==> src/rtl/sync_fifo.sv <==
// Single-clock FWFT FIFO with registered-pointer full/empty flags.
// Optional occupancy count and sticky overflow/underflow flags: define SYNC_FIFO_COUNT_EN.
module sync_fifo #(
    parameter int DATA_WIDTH = 8,
    parameter int DEPTH      = 8,
    localparam int PTR_W     = $clog2(DEPTH)
) (
    input  logic                  clk,
    input  logic                  rst,
    input  logic                  w_en,
    input  logic                  r_en,
    input  logic [DATA_WIDTH-1:0] data_in,
    output logic [DATA_WIDTH-1:0] data_out,
    output logic                  full,
    output logic                  empty
`ifdef SYNC_FIFO_COUNT_EN
    ,
    output logic [PTR_W:0]        data_count,
    output logic                  overflow,
    output logic                  underflow
`endif
);

    logic [DATA_WIDTH-1:0] mem_r [DEPTH];
    logic [PTR_W:0]        wr_ptr_r;
    logic [PTR_W:0]        rd_ptr_r;
    logic                  write_ok_s;
    logic                  read_ok_s;
    logic                  empty_s;
    logic                  full_s;

    // Flags decode from registered pointers only; the MSB is the wrap bit.
    always_comb begin
        empty_s = (wr_ptr_r == rd_ptr_r);
        full_s  = (wr_ptr_r[PTR_W-1:0] == rd_ptr_r[PTR_W-1:0]) &&
                  (wr_ptr_r[PTR_W] != rd_ptr_r[PTR_W]);
    end

    // Request acceptance using the flags as they stand before the edge.
    always_comb begin
        write_ok_s = w_en & ~full_s;
        read_ok_s  = r_en & ~empty_s;
    end

    // Pointer registers.
    always_ff @(posedge clk or posedge rst) begin
        if (rst) begin
            wr_ptr_r <= {(PTR_W+1){1'b0}};
            rd_ptr_r <= {(PTR_W+1){1'b0}};
        end else begin
            if (write_ok_s) begin
                wr_ptr_r <= wr_ptr_r + {{PTR_W{1'b0}}, 1'b1};
            end
            if (read_ok_s) begin
                rd_ptr_r <= rd_ptr_r + {{PTR_W{1'b0}}, 1'b1};
            end
        end
    end

    // Storage array; contents are left uncleared since empty masks them.
    always_ff @(posedge clk) begin
        if (write_ok_s) begin
            mem_r[wr_ptr_r[PTR_W-1:0]] <= data_in;
        end
    end

    // Head of queue, forced to zero while empty so stale/X data never escapes.
    always_comb begin
        if (empty_s) begin
            data_out = {DATA_WIDTH{1'b0}};
        end else begin
            data_out = mem_r[rd_ptr_r[PTR_W-1:0]];
        end
        full  = full_s;
        empty = empty_s;
    end

`ifdef SYNC_FIFO_COUNT_EN
    assign data_count = wr_ptr_r - rd_ptr_r;

    // Sticky misuse flags, cleared only by reset.
    always_ff @(posedge clk or posedge rst) begin
        if (rst) begin
            overflow  <= 1'b0;
            underflow <= 1'b0;
        end else begin
            if (w_en && full_s) begin
                overflow <= 1'b1;
            end
            if (r_en && empty_s) begin
                underflow <= 1'b1;
            end
        end
    end
`else
    // Plain FIFO: no occupancy or misuse outputs.
`endif

endmodule

==> config.mk <==
export PLATFORM = sky130hd
export DESIGN_NAME = sync_fifo
export DESIGN_NICKNAME = d
export VERILOG_FILES = /design/src/rtl/sync_fifo.sv
export SDC_FILE = /design/constraint.sdc
export NUM_CORES = 1
export LEC_CHECK = 0
export CAP_MARGIN = 15
export CORE_ASPECT_RATIO = 1.25
export CORE_MARGIN = 2
export CORE_UTILIZATION = 40
export DETAILED_ROUTE_END_ITERATION = 10
export PLACE_DENSITY = 0.62
export SLEW_MARGIN = 0
export SYNTH_ARGS = -nofsm -noshare
export SYNTH_HDL_FRONTEND = slang
export SYNTH_SLANG_ARGS = --single-unit
==> constraint.sdc <==
create_clock -name clk -period 2.2 [get_ports clk]
set_input_delay 0.22 -clock clk [delete_from_list [all_inputs] [get_ports clk]]
set_output_delay 0.22 -clock clk [all_outputs]
set_load 0.02 [all_outputs]
## Yosys cells after proc, flatten, opt, wreduce, memory -nomap -nowiden

Memories as Yosys holds them, arrays and structs flattened.
Cells that the tools add are included.

| storage, ports and cells | value |
|---|---|
| bits in registers | 8 |
| RAM bits | 64 |
| output and inout bits | 10 |
| word-level logic and storage cells | 16 |
| memories kept | 1 |

| cells by class | value |
|---|---|
| add/sub/neg operators | 2 |
| equal/unequal tests | 3 |
| mux-type cells | 3 |
| bitwise logic cells | 4 |
| reduce and logical (&&, ||, !) cells | 1 |

Memories:

| name | words | bits a word | rd ports | clocked after memory_dff | write ports | line | RTL |
|---|---|---|---|---|---|---|---|
| mem_r | 8 | 8 | 1 | 0 | 1 | 24 | `logic [DATA_WIDTH-1:0] mem_r [DEPTH];` |

Operator list:

| cell | count |
|---|---|
| adder 4 x 1 -> 4 bit, second input constant | 2 |
| 2-to-1 mux 8 bit | 1 |
| equality test 4 bit | 1 |
| equality test 3 bit | 1 |
| bitwise AND 1 bit | 2 |
| 2-to-1 mux 1 bit | 2 |
| inverter 1 bit | 2 |
| logical AND 1 bit | 1 |
| inequality test 1 bit | 1 |

## Depth between registers and ports, before layout

| depth | value |
|---|---|
| depth in word-level cells | 6 |
| mapped depth | 5 |

## Worst setup path after synthesis

No wires, ideal clock.

| timing path | value |
|---|---|
| path kind | flip-flop to flip-flop |
| from | register rd_ptr_r[1] |
| to | memory mem_r[4][0], enable pin |
| data arrival time | 1.949 ns |
| required time | 1.805 ns |
| path slack | -0.143 ns |
| cell stages (with the launch flop) | 5 |
| path buffers | 1 |
| clock period less this slack | 2.343 ns |
| cells stage by stage | dfrtp_1 -> buf_2 -> xor2_2 -> nor4_4 -> nor4_1 |

| between the ends | value |
|---|---|
| cells in the longest elaborated chain, start to end | 6 |

Ends and longest elaborated chain:

| item | line | RTL |
|---|---|---|
| start: declaration | 26 | `logic [PTR_W:0] rd_ptr_r;` |
| start signal: assignment | 49 | `rd_ptr_r <= {(PTR_W+1){1'b0}};` |
| start signal: assignment | 55 | `rd_ptr_r <= rd_ptr_r + {{PTR_W{1'b0}}, 1'b1};` |
| equality test 3 bit | 35 | `full_s = (wr_ptr_r[PTR_W-1:0] == rd_ptr_r[PTR_W-1:0]) &&` |
| logical AND 1 bit | 35 |  |
| net full | 14 | `output logic full,` |
| inverter 1 bit | 41 | `write_ok_s = w_en & ~full_s;` |
| bitwise AND 1 bit | 41 |  |
| 2-to-1 mux 1 bit | 62 | `if (write_ok_s) begin` |
| 2-to-1 mux 1 bit (implied by the code) | 63 | `mem_r[wr_ptr_r[PTR_W-1:0]] <= data_in;` |
| end: declaration | 24 |  |

The timed path passes the listed nets, and every way through them passes these cells.

## Worst setup path after layout

| timing path | value |
|---|---|
| from | register rd_ptr_r[0] |
| to | output data_out[5] |

| between the ends | value |
|---|---|
| cells in the longest elaborated chain, start to end | 2 |
| elaborated cells on any way between the ends | 3 |

Ends and longest elaborated chain:

| item | line | RTL |
|---|---|---|
| memory read (8 x 8 bit) or equality test 4 bit (tied branches) | -- |  |
| 2-to-1 mux 8 bit (*) | 69 | `if (empty_s) begin` |
| end: declaration | 13 | `output logic [DATA_WIDTH-1:0] data_out,` |

Mark *: on every way between the ends. The rest lies on a longest branch, timed or not.

==> results.json <==
{
  "synth_ff_type": "edfxtp_1",
  "worstPathCellList": "bufbuf_16 -> mux2i_1 -> a22oi_1 -> and3_1 -> dlygate4sd2_1",
  "critical_path_required_ps": 1980,
  "clock_latency_ps": 350,
  "grt_use_total": 0.1656,
  "final_cell_mix": "64 x edfxtp_1, 31 x mux2i_1, 20 x buf_4",
  "wl_mm": 6.455,
  "slowest_delay_ps": 460,
  "cp-end-kind": "output pin",
  "max_slew_margin": 0.6721,
  "globalplace.congestion": 0.7950,
  "synth_seq_cells": 72,
  "syn-mean-instance-area_um2": 16.21,
  "grt_pass1_wl_mm": 10.18,
  "slowest_stage": "dfrtp_2",
  "first_iter_violations": 59,
  "grt_max_degree": 14,
  "fin_ws_ps": 66.73,
  "initial_core_util": 0.4084,
  "avgViaCountPerCell": 5.316,
  "path_depth": 5,
  "synth_top_family_by_area": "multiplexers",
  "setup_viol_count_final": 0,
  "yosys.area_share.simple": 0.06205,
  "num_antenna_cells": 0,
  "clock_path_buffers": 2,
  "nets": 250,
  "worst_clock_skew_ps": 6.913,
  "core_um2": 7702,
  "r2r_cells": 6,
  "synth_async_sr_flop_share": 0.1111,
  "whs_ps": 133.4,
  "yosysUniqueCellTypes": 32,
  "first_global_vias": 1903,
  "final_common_cell": "edfxtp_1",
  "rsz0062_at_grt": "true",
  "startpoint_type": "register",
  "vias": 1781,
  "finalHoldViolCount": 0,
  "synth_area_leader_cell": "edfxtp_1",
  "cts_root_buf": "clkbuf_8",
  "final_area_um2": 3794,
  "slew_viol_final": 0,
  "p_leak_uw": 0.001405,
  "cap_viol_max_count": 0,
  "io_pins": 22,
  "outcome": "completed",
  "yosysWarnings": 0,
  "worst_pin_slew_ps": 491.5,
  "dpl_cell_area_um2": 3567,
  "min_path_type": "in2async",
  "yosysSeqAreaShare": 0.6746,
  "arrival_ps": 1910,
  "ant_nets": 0,
  "die_area_um2": 8594,
  "io_buffers": 21,
  "synth_compound_area_frac": 0.07876,
  "drc": 0,
  "synth_cells": 194,
  "fmax_mhz": 468.8,
  "path_buf_inv": 2,
  "die_width_um": 83.32,
  "peakVddDrop_uv": 883.4,
  "critPathTopFamily": "buffers and inverters",
  "path_clk_slew_ps": 70,
  "syn_nets": 208,
  "yosys.area_share.adder": 0.007955,
  "cts_sinks": 72,
  "firstDrtPassIters": 4,
  "rows": 36,
  "placed_cells": 316,
  "dpl.hpwl_mm": 4.240,
  "drive_above_1_share": 0.2625,
  "cts_tree": "built",
  "synth_edf_count": 64,
  "fillers": 673,
  "powerDensity_nw_per_um2": 1469,
  "die_h_um": 103.1,
  "final.min_clock_period_ps": 2133,
  "synthDominantCellAreaShare": 0.6110,
  "grt_antenna_before_repair": 0,
  "synth_area_um2": 3146,
  "period_share": 0.9697,
  "synth_mux_area_frac": 0.1102,
  "critPathKind": "reg2out",
  "avgRoutedWirePerCell_um": 19.27,
  "critPathMaxFanout": 13,
  "h-tree-depth": 3,
  "syn_to_final_growth_pct": 20.60,
  "synth-xor-area-share": 0.04296,
  "grt_overflow": 0,
  "place_ws_ps": -255.3,
  "synth_area_leaders": "edfxtp_1 61%, mux2i_1 10%, dfrtp_1 6.4%",
  "cts-buffers-inserted": 9,
  "stdcell_count": 335
}
==> stage by stage <==
stage	total power (µW)	utilization	setup TNS, ps
final	5572	0.4925	0
after global routing	5876	0.4925	-16.35
after CTS	5605	0.4919	-68.55
after detailed placement	4708	0.4631	-1591
after global placement	4645	0.4631	-852.9
after floorplan	3675	-	0
==> state kept, by name (all words and copies together) (netlist names) <==
name	count
wr_ptr_r	4
mem_r	64
rd_ptr_r	4
==> area by class of cell <==
class	count	area [µm²]	share of cell area
multi-input cells	107	991.0	0.2612
clock inverters	6	37.54	0.009894
well taps	95	118.9	0.03133
inverters	3	11.26	0.002968
clock buffers	9	123.9	0.03265
flip-flops and latches	72	2126	0.5604
repair buffers	43	385.4	0.1016
==> worst register-to-register path: cells and delay by family (launching register included) <==
family                    cells  cell delay, ps
xor gates and xnor gates      1             410
buffers and inverters         3             590
DFF                           1             470
and+or+nand+nor               2             260
==> cells by family (layout without fill, tap and decap cells) <==
| kind of cell | Yosys count | after routing |
|---|---|---|
| and+or+nand+nor | 34 | 34 |
| adders and majority gates | 2 | 2 |
| xor gates and xnor gates | 12 | 12 |
| AOI/OAI and AO/OA | 25 | 25 |
| DFF | 72 | 72 |
| muxes | 34 | 34 |
| buffers and inverters | 15 | 61 |
==> report_power, final <==
group	total, µW	internal (µW)	switching (µW)	leakage (µW)
clock network	874	395	479	0.0000769
logic	2720	1190	1530	0.000656
registers	1980	1760	217	0.000673
total	5570	3350	2220	0.00141
==> cell usage after synthesis, types with 5 or more instances <==
library cell / instances
xnor2_1: 5
mux2i_1: 32
buf_2: 8
nand2_1: 6
a22oi_1: 16
nor2_1: 5
edfxtp_1: 64
and3_1: 8
dfrtp_1: 8
==> worst paths after layout <==
| kind | start | endpoint | slack (ps) |
|---|---|---|---|
| setup reg to reg | rd_ptr_r[0] | mem_r[4][6] | 190 |
| setup / recovery | rd_ptr_r[0] | data_out[5] | 70 |
| min in group clk | r_en | rd_ptr_r[0] | 560 |
| max in group asynchronous | rst | rd_ptr_r[1] | 1780 |
| hold reg to reg | rd_ptr_r[2] | rd_ptr_r[2] | 640 |
| hold / removal | rst | wr_ptr_r[3] | 130 |
==> layer usage <==
layer,up-vias,global-route usage,wire (µm)
met4,0,0.08323,145
met2,38,0.2953,3307
li1,840,-,-
met3,13,0.03203,214
met5,-,0,0
met1,890,0.1929,2788
==> repair_timing <==
action                     4_1_cts  5_1_grt
hold buffers                     0        0
setup buffers                    3        0
setup endpoints to repair       10        7
gates cloned                     1        0
pin swaps                        2        1
gates resized for setup         24        8
No activity file was read; power rests on OpenSTA's default activity.
